<file path="src/rtl/instr_encoder_pkg.sv">
// Shared definitions for the instruction encoder: immediate format codes,
// error codes and RV32I field positions.
package instr_encoder_pkg;

  localparam logic [2:0] IMM_I = 3'b000;
  localparam logic [2:0] IMM_S = 3'b001;
  localparam logic [2:0] IMM_B = 3'b010;
  localparam logic [2:0] IMM_J = 3'b011;
  localparam logic [2:0] IMM_U = 3'b100;

  typedef enum logic [1:0] {
    ERR_NONE   = 2'b00,
    ERR_IMMSRC = 2'b01,
    ERR_RANGE  = 2'b10,
    ERR_ALIGN  = 2'b11
  } err_code_t;

  localparam int OPCODE_LSB   = 0;
  localparam int RD_LSB       = 7;
  localparam int FUNCT3_LSB   = 12;
  localparam int RS1_LSB      = 15;
  localparam int RS2_LSB      = 20;
  localparam int IMM_I_LSB    = 20;
  localparam int IMM_S_LO_LSB = 7;
  localparam int IMM_S_HI_LSB = 25;
  localparam int IMM_U_LSB    = 12;

  // True when imm[31:msb] are all copies of one bit, i.e. the value is a
  // sign-extension of its low msb+1 bits.
  function automatic logic imm_fits(input logic [31:0] imm, input int unsigned msb);
    logic [31:0] s;
    s = $signed(imm) >>> msb;
    return (s == '0) || (s == '1);
  endfunction

endpackage

</file>
<file path="src/rtl/instr_encoder_if.sv">
// Request/response bundle between the field sequencer, the encoder and the
// instruction-memory write logic.
interface instr_encoder_if #(parameter int ADDR_W = 10);
  logic              in_valid;
  logic              in_ready;
  logic [2:0]        in_immsrc;
  logic [31:0]       in_imm;
  logic [6:0]        in_opcode;
  logic [4:0]        in_rd;
  logic [4:0]        in_rs1;
  logic [4:0]        in_rs2;
  logic [2:0]        in_funct3;
  logic              out_valid;
  logic              out_ready;
  logic [31:0]       out_instr;
  logic [ADDR_W-1:0] out_addr;

  modport master (
    output in_valid, in_immsrc, in_imm, in_opcode, in_rd, in_rs1, in_rs2, in_funct3,
    input  in_ready,
    input  out_valid, out_instr, out_addr,
    output out_ready
  );

  modport slave (
    input  in_valid, in_immsrc, in_imm, in_opcode, in_rd, in_rs1, in_rs2, in_funct3,
    output in_ready,
    output out_valid, out_instr, out_addr,
    input  out_ready
  );
endinterface

</file>
<file path="src/rtl/instr_encoder_imm_pack.sv">
// Combinational packer: scatters the immediate and register fields into an
// RV32I word and classifies the request as legal or rejected.
module instr_encoder_imm_pack
  import instr_encoder_pkg::*;
(
  input  logic [2:0]  immsrc,
  input  logic [31:0] imm,
  input  logic [6:0]  opcode,
  input  logic [4:0]  rd,
  input  logic [4:0]  rs1,
  input  logic [4:0]  rs2,
  input  logic [2:0]  funct3,
  output logic [31:0] instr,
  output err_code_t   err_code
);

  // Range is checked before alignment so an odd, out-of-range offset reports range.
  always_comb begin
    instr    = '0;
    err_code = ERR_NONE;
    instr[OPCODE_LSB +: 7] = opcode;
    case (immsrc)
      IMM_I: begin
        instr[RD_LSB +: 5]     = rd;
        instr[FUNCT3_LSB +: 3] = funct3;
        instr[RS1_LSB +: 5]    = rs1;
        instr[IMM_I_LSB +: 12] = imm[11:0];
        if (!imm_fits(imm, 11)) err_code = ERR_RANGE;
      end
      IMM_S: begin
        instr[IMM_S_LO_LSB +: 5] = imm[4:0];
        instr[FUNCT3_LSB +: 3]   = funct3;
        instr[RS1_LSB +: 5]      = rs1;
        instr[RS2_LSB +: 5]      = rs2;
        instr[IMM_S_HI_LSB +: 7] = imm[11:5];
        if (!imm_fits(imm, 11)) err_code = ERR_RANGE;
      end
      IMM_B: begin
        instr[7]               = imm[11];
        instr[11:8]            = imm[4:1];
        instr[FUNCT3_LSB +: 3] = funct3;
        instr[RS1_LSB +: 5]    = rs1;
        instr[RS2_LSB +: 5]    = rs2;
        instr[30:25]           = imm[10:5];
        instr[31]              = imm[12];
        if (!imm_fits(imm, 12)) err_code = ERR_RANGE;
        else if (imm[0])        err_code = ERR_ALIGN;
      end
      IMM_U: begin
        instr[RD_LSB +: 5]     = rd;
        instr[IMM_U_LSB +: 20] = imm[19:0];
        if (!imm_fits(imm, 19)) err_code = ERR_RANGE;
      end
      IMM_J: begin
        instr[RD_LSB +: 5] = rd;
        instr[19:12]       = imm[19:12];
        instr[20]          = imm[11];
        instr[30:21]       = imm[10:1];
        instr[31]          = imm[20];
        if (!imm_fits(imm, 20)) err_code = ERR_RANGE;
        else if (imm[0])        err_code = ERR_ALIGN;
      end
      default: err_code = ERR_IMMSRC;
    endcase
  end

endmodule

</file>
<file path="src/rtl/instr_encoder.sv">
// Instruction encoder top: packs field tuples into RV32I words, tags them with
// a wrapping word address and buffers them in a two-entry FIFO.
module instr_encoder
  import instr_encoder_pkg::*;
#(
  parameter int ADDR_W = 10
) (
  input  logic              clk,
  input  logic              reset_n,
  instr_encoder_if.slave    bus,
  input  logic              addr_load,
  input  logic [ADDR_W-1:0] addr_base,
  output logic              err,
  output logic [1:0]        err_code
);

  logic [31:0]       packed_instr;
  err_code_t         packed_code;
  err_code_t         err_code_q;
  logic [ADDR_W-1:0] wr_addr;
  logic [31:0]       instr_q [2];
  logic [ADDR_W-1:0] addr_q  [2];
  logic              rd_ptr;
  logic              wr_ptr;
  logic [1:0]        count;
  logic              accept;
  logic              push;
  logic              pop;

  instr_encoder_imm_pack u_pack (
    .immsrc   (bus.in_immsrc),
    .imm      (bus.in_imm),
    .opcode   (bus.in_opcode),
    .rd       (bus.in_rd),
    .rs1      (bus.in_rs1),
    .rs2      (bus.in_rs2),
    .funct3   (bus.in_funct3),
    .instr    (packed_instr),
    .err_code (packed_code)
  );

  // in_ready depends only on the registered count, never on out_ready.
  assign bus.in_ready  = (count != 2'd2);
  assign bus.out_valid = (count != 2'd0);
  assign bus.out_instr = instr_q[rd_ptr];
  assign bus.out_addr  = addr_q[rd_ptr];
  assign err_code      = err_code_q;

  assign accept = bus.in_valid && bus.in_ready;
  assign push   = accept && (packed_code == ERR_NONE);
  assign pop    = bus.out_valid && bus.out_ready;

  always_ff @(posedge clk) begin
    if (!reset_n) begin
      instr_q[0] <= '0;
      instr_q[1] <= '0;
      addr_q[0]  <= '0;
      addr_q[1]  <= '0;
      rd_ptr     <= 1'b0;
      wr_ptr     <= 1'b0;
      count      <= 2'd0;
      wr_addr    <= '0;
      err        <= 1'b0;
      err_code_q <= ERR_NONE;
    end else begin
      if (push) begin
        instr_q[wr_ptr] <= packed_instr;
        addr_q[wr_ptr]  <= wr_addr;
        wr_ptr          <= ~wr_ptr;
      end
      if (pop) rd_ptr <= ~rd_ptr;
      case ({push, pop})
        2'b10:   count <= count + 2'd1;
        2'b01:   count <= count - 2'd1;
        default: count <= count;
      endcase
      // A load overrides the post-accept increment; the word itself already took the old address.
      if (addr_load)  wr_addr <= addr_base;
      else if (push)  wr_addr <= wr_addr + 1'b1;
      err <= accept && (packed_code != ERR_NONE);
      if (accept && (packed_code != ERR_NONE)) err_code_q <= packed_code;
    end
  end

endmodule

</file>
<file path="src/flat_wrapper.sv">
// flat-port wrapper written by rule: the top's interface ports become plain ports
module instr_encoder_flat import instr_encoder_pkg::*;
#(
  parameter int ADDR_W = 10
)
  (clk, reset_n, addr_load, addr_base, err, err_code, bus_in_valid, bus_in_immsrc, bus_in_imm, bus_in_opcode, bus_in_rd, bus_in_rs1, bus_in_rs2, bus_in_funct3, bus_in_ready, bus_out_valid, bus_out_instr, bus_out_addr, bus_out_ready);
  instr_encoder_if #(.ADDR_W(ADDR_W)) bus_i ();
  input  logic clk;
  input  logic reset_n;
  input  logic addr_load;
  input  logic [ADDR_W-1:0] addr_base;
  output logic err;
  output logic [1:0] err_code;
  input wire logic [$bits(bus_i.in_valid)-1:0] bus_in_valid;
  input wire logic [$bits(bus_i.in_immsrc)-1:0] bus_in_immsrc;
  input wire logic [$bits(bus_i.in_imm)-1:0] bus_in_imm;
  input wire logic [$bits(bus_i.in_opcode)-1:0] bus_in_opcode;
  input wire logic [$bits(bus_i.in_rd)-1:0] bus_in_rd;
  input wire logic [$bits(bus_i.in_rs1)-1:0] bus_in_rs1;
  input wire logic [$bits(bus_i.in_rs2)-1:0] bus_in_rs2;
  input wire logic [$bits(bus_i.in_funct3)-1:0] bus_in_funct3;
  output wire logic [$bits(bus_i.in_ready)-1:0] bus_in_ready;
  output wire logic [$bits(bus_i.out_valid)-1:0] bus_out_valid;
  output wire logic [$bits(bus_i.out_instr)-1:0] bus_out_instr;
  output wire logic [$bits(bus_i.out_addr)-1:0] bus_out_addr;
  input wire logic [$bits(bus_i.out_ready)-1:0] bus_out_ready;
  assign bus_i.in_valid = bus_in_valid;
  assign bus_i.in_immsrc = bus_in_immsrc;
  assign bus_i.in_imm = bus_in_imm;
  assign bus_i.in_opcode = bus_in_opcode;
  assign bus_i.in_rd = bus_in_rd;
  assign bus_i.in_rs1 = bus_in_rs1;
  assign bus_i.in_rs2 = bus_in_rs2;
  assign bus_i.in_funct3 = bus_in_funct3;
  assign bus_in_ready = bus_i.in_ready;
  assign bus_out_valid = bus_i.out_valid;
  assign bus_out_instr = bus_i.out_instr;
  assign bus_out_addr = bus_i.out_addr;
  assign bus_i.out_ready = bus_out_ready;
  instr_encoder #(.ADDR_W(ADDR_W)) u_core (.clk(clk), .reset_n(reset_n), .bus(bus_i), .addr_load(addr_load), .addr_base(addr_base), .err(err), .err_code(err_code));
endmodule
</file>
<file path="config.mk">
export PLATFORM = sky130hd
export DESIGN_NAME = instr_encoder_flat
export DESIGN_NICKNAME = d
export VERILOG_FILES = /design/src/rtl/instr_encoder_pkg.sv /design/src/rtl/instr_encoder_if.sv /design/src/rtl/instr_encoder_imm_pack.sv /design/src/rtl/instr_encoder.sv /design/src/flat_wrapper.sv
export SDC_FILE = /design/constraint.sdc
export NUM_CORES = 1
export LEC_CHECK = 0
export ABC_AREA = 1
export CAP_MARGIN = 20
export CORE_MARGIN = 2
export CORE_UTILIZATION = 40
export CTS_BUF_LIST = sky130_fd_sc_hd__clkbuf_16
export DETAILED_ROUTE_END_ITERATION = 10
export HOLD_SLACK_MARGIN = 0.1
export PLACE_DENSITY = 0.72
export SLEW_MARGIN = 40
export SYNTH_ARGS = -nofsm -noshare
export SYNTH_HDL_FRONTEND = slang
export SYNTH_SLANG_ARGS = --single-unit
</file>
<file path="constraint.sdc">
create_clock -name clk -period 8.92 [get_ports clk]
set_input_delay 2.23 -clock clk [delete_from_list [all_inputs] [get_ports clk]]
set_output_delay 2.23 -clock clk [all_outputs]
set_load 0.02 [all_outputs]
</file>
# Word-level counts from Yosys, hierarchy flattened
# Memory sizes are Yosys's and may differ from the RTL's. A register that Yosys moved wholly into a read port is not among the register bits.
# Index checks and enable logic that the tools add are counted.
# W data, S select, Z words.
totals:
  regBits: 17
  ram_bits: 84
  in_bits: 75
  word_cells: 69
  n_memories: 2
classes:
  addsub: 3
  n_eq_ne: 11
  mux: 24
  n_bitwise: 2
  reduce_logical: 21
memory_table:
  columns: ["name", "depth", "word_bits", "read_ports", "rd_ports_with_merged_regs", "write_ports", "line_no", "source"]
  rows:
  - ["u_core.instr_q", 2, 32, 1, 1, 2, "instr_encoder.sv:21", "logic [31:0] instr_q [2];"]
  - ["u_core.addr_q", 2, 10, 1, 1, 2, "instr_encoder.sv:22", "logic [ADDR_W-1:0] addr_q [2];"]
op_table:
  columns: ["cell", "count"]
  rows:
  - ["$eq A32 B32 Y1 const B", 4]
  - ["$logic_not A32 Y1", 4]
  - ["$pmux W25 S5", 1]
  - ["$mux W32", 1]
  - ["$reduce_or A32 Y1", 1]
  - ["$mux W10", 3]
  - ["$mux W1", 12]
  - ["$add A10 B1 Y10 const B", 1]
  - ["$mux W2", 5]
  - ["$reduce_or A10 Y1", 1]
  - ["$pmux W2 S4", 1]
  - ["$reduce_bool A2 Y1", 4]
  - ["$eq A3 B2 Y1 const B", 2]
  - ["$logic_and A1 B1 Y1", 4]
  - ["$logic_or A1 B1 Y1", 4]
  - ["$pmux W2 S2", 1]
  - ["$eq A3 B1 Y1 const B", 1]
  - ["$eq A3 B3 Y1 const B", 1]
  - ["$logic_not A3 Y1", 1]
  - ["$add A2 B1 Y2 const B", 1]
  - ["$eq A2 B1 Y1 const B", 1]
  - ["$eq A2 B2 Y1 const B", 1]
  - ["$logic_not A2 Y1", 1]
  - ["$ne A2 B2 Y1 const B", 1]
  - ["3 further kinds", 4]

# Logic depth before layout (Yosys ltp)
logic_depth:
  ltp_word: 11
  ltp_mapped: 17

# Cells and area by module
# A second synthesis with hierarchy kept.
hier_totals:
  hier_cells: 604
  area_unflattened_um2: 5452.7
modules_own_cells:
  columns: ["mod", "n_inst", "cells_per_inst", "area_each_um2", "seq_area_each_um2"]
  rows:
  - ["instr_encoder", 1, 415, 4543.1, 2882.8]
  - ["instr_encoder_imm_pack", 1, 189, 909.6, 0.0]

# Worst setup path after synthesis
# OpenSTA, ideal clock, no wires.
synth_path:
  path_type: "input port to flip-flop"
  startpoint: "input port bus_in_imm[29]"
  endpoint: "memory u_core.addr_q[0][0] (enable)"
  setup_ps: 500
  arrival_time_ps: 6225
  slack_ps: 2196
  path_stages: 13
  cell_sequence: "nand2_1 > nor2_1 > inv_1 > nor2_1 > nand2_1 > nand2_1 > nand2_1 > nand2_1 > inv_2 > nor2_2 > nand3_1 > buf_2 > o21ai_0"
synth_lines:
  columns: ["element", "line_no", "source"]
  rows:
  - ["from (decl)", "flat_wrapper.sv:16", "input wire logic [$bits(bus_i.in_imm)-1:0] bus_in_imm;"]
  - ["to (decl)", "instr_encoder.sv:22", null]

==> run_results.csv <==
group,metric,value,unit
status,status,"complete, no violations",
cells_and_area,drive_above_1_share,12.0,%
placement,placedCellCount,831,
routing,vias,4326,
routing,drt_first_iter_violations,301,
grt,grt.total_usage,19.0,%
grt,antenna_found_initial,0,
cts,clk_pin_slew,0.07,ns
die,dieArea,13900,um2
setup_path,cp-end-kind,"register",
cts,cts-resized-gates,0,
routing,ant_nets,0,
hold_path,whs_path_depth,1,
die,die_width,118,um
setup_path,worstPathRequired,8.90,ns
synthesis,yosysUniqueCellTypes,33,
placement,gp_congestion,0.884,
cts,cts_buffers,9,
cells_and_area,fillers,1177,
setup_path,worstPathArrival,5.43,ns
setup_path,startpoint_type,"input port",
cts,htreeDepth,3,
timing,period_share,61.1,%
grt,grt_pass1_vias,4337,
grt,grt.overflow.total,0,
routing,drt-total-wl,13.4,mm
flow_run,maxCapViolations,0,
setup_path,reg2reg_depth,7,
synthesis,ys_warn_count,0,
timing,max_freq,183,MHz
cts,hold_buffers,0,
synthesis,netlist_instances,557,
die,core_area,12700,um2
routing,viasPerCell,5.11,
timing,skew,0.00817,ns
routing,drt-pass1-iter-count,5,
placement,hpwl,9.70,mm
die,io_pins,122,
die,start_util,41.1,%
routing,wl_per_cell,15.8,um
synthesis,synthArstFlopShare,0,%
timing,grt_setup_unrepaired,"false",
die,fp-row-count,41,
cells_and_area,antennaDiodeCount,0,
synthesis,syn-cell-area,5200,um2
timing,slew_headroom,59.5,%
cts,cts_setup_buffers,0,
setup_path,r2r_start,"u_core.count[0]",
synthesis,ys_seq_area_share,55.4,%
setup_path,critPathMaxFanout,37,
timing,setup_tns,0,ns
timing,hold_violations,0,
hold_path,hold_start,"u_core.rd_ptr",
timing,setup_viol,0,
synthesis,synth_edf_count,84,
placement,port_buffers,121,
grt,grt_max_degree,44,
setup_path,max_stage_delay,0.80,ns
timing,worstMarginPinSlew,0.605,ns
timing,final-max-slew-violation-count,0,
setup_path,r2r_end,"u_core.instr_q[0][5]",
setup_path,regToRegSetupSlack,6.46,ns
setup_path,path_cells,"clkdlybuf4s50_1, nand2_1, inv_2, nor3_4, nor2_2, nand3_1, o21ai_4, buf_4",
cts,cts_tree,"done",
power,cellLeakagePower,2.64,nW
synthesis,synth_nets,634,
cells_and_area,fin_nets,747,
routing,drc,0,
power,ir_worst_vdd,110,uV
die,dieHeight,118,um
cells_and_area,synthToLayoutAreaGrowth,32.2,%
synthesis,syn_area_per_cell,9.34,um2
grt,grt_pass1_wl,20.9,mm
setup_path,cp_slowest_cell,"clkdlybuf4s50_1",
cells_and_area,final_cell_count_no_fill,847,
setup_path,crit_type,"input port to register",
cts,clock_path_buffers,2,
synthesis,ys_ff_latch,102,
timing,post-route-min-period,5.45,ns
cts,cts-root-buf,"clkbuf_16",
cts,cts.sinks,102,
cts,worstSkewPairLatency,0.34,ns
hold_path,min_path_type,"register to register",
synthesis,synth_flop_cell,"edfxtp_1",
power,powerDensity,174,nW/um2
## worst max-delay path by stage
stage	cells after the start	from	endpoint
global placement	9	bus_in_immsrc[2]	u_core.instr_q[1][11]
floorplan	13	bus_in_imm[29]	u_core.addr_q[0][0]
global route	8	bus_in_immsrc[2]	u_core.instr_q[0][5]
detailed placement	9	bus_in_immsrc[2]	u_core.instr_q[1][11]
CTS	9	bus_in_immsrc[2]	u_core.instr_q[1][6]
finish	8	bus_in_immsrc[2]	u_core.instr_q[0][5]
## cell usage in the layout (no fill, tap or decap), types with 4 or more instances in the layout
cell type	netlist	layout
nor2_1	126	126
clkdlybuf4s50_1	0	121
nand2_1	85	84
edfxtp_1	84	84
inv_1	57	58
mux2_2	42	42
nand3_1	27	27
a21oi_1	26	26
o21ai_0	18	17
dfxtp_1	18	17
o22ai_1	14	14
clkbuf_16	0	9
inv_2	6	6
a221oi_1	5	5
xor2_1	4	4
## through the flow
step	worst slack, ns	utilization (%)	hold slack, ns	cell area, um2	power (mW)
after floorplan	2.20	-	0.425	5200	0.697
after global placement	2.85	51.8	0.433	6560	0.811
after detailed placement	3.07	51.8	0.442	6570	0.814
after CTS	3.41	54.2	0.457	6870	1.20
after global routing	3.28	54.3	0.489	6880	1.24
final	3.47	54.3	0.466	6880	1.20
## routing by layer
layer | part of all wire, % | global-route usage, %
met1 | 43 | 22.5
met2 | 51 | 33.8
met3 | 3.3 | 3.20
met4 | 2.9 | 8.06
met5 | 0 | 0
## state kept, by name, indices dropped and copies added, names as in the netlist, named ones only
register,flops
u_core.instr_q,64
u_core.addr_q,20
u_core.wr_addr,10
u_core.count,2
u_core.err_code,2
u_core.err,1
u_core.rd_ptr,1
u_core.wr_ptr,1
## Yosys cell counts, types with 3 or more instances
| cell | instances | area share (%) |
|---|---|---|
| clkbuf_1 | 8 | 0.58 |
| nand2_1 | 85 | 6.1 |
| inv_1 | 57 | 4.1 |
| nand3_1 | 27 | 2.6 |
| nand4_1 | 3 | 0.36 |
| buf_2 | 9 | 0.87 |
| inv_2 | 6 | 0.43 |
| a221oi_1 | 5 | 0.84 |
| o22ai_1 | 14 | 1.7 |
| a21oi_1 | 26 | 2.5 |
| nor2_1 | 126 | 9.1 |
| dfxtp_1 | 18 | 6.9 |
| xor2_1 | 4 | 0.67 |
| nand2_2 | 3 | 0.36 |
| nor2_2 | 3 | 0.36 |
| mux2_2 | 42 | 9.1 |
| edfxtp_1 | 84 | 48 |
| o21ai_0 | 18 | 1.7 |
## worst max-delay path: cells and delay by family
kind | cells | cell delay, ns
AND/OR/NAND/NOR | 4 | 1.20
AO/OA/AOI/OAI | 1 | 0.42
buffers and inverters | 3 | 1.55
## logic make-up (layout without fill, tap and decap cells)
group	count (synthesis)	after routing	share of synthesized area [%]
compound gates	69	69	7.65
xor+xnor	4	4	0.673
fa+ha+maj	2	2	0.481
buf+inv	84	202	6.35
flops	102	102	55.4
mux	42	42	9.09
simple gates	254	254	20.3
## final cells by class
type                            count  area [um2]  share of cell area, %
Clock buffer                        9         225                   3.28
Clock inverter                      7        72.6                   1.06
Inverter                           64         240                   3.49
Multi-Input combinational cell    371        2020                   29.3
Sequential cell                   102        2890                   42.0
Tap cell                          172         215                   3.13
Timing Repair Buffer              122        1220                   17.7
## report_power, final
part	total (mW)	switching, mW	internal, mW
clock network	0.393	0.174	0.219
logic	0.240	0.124	0.116
registers	0.563	0.0207	0.542
total	1.20	0.319	0.878
(Power assumes the default switching activity.)
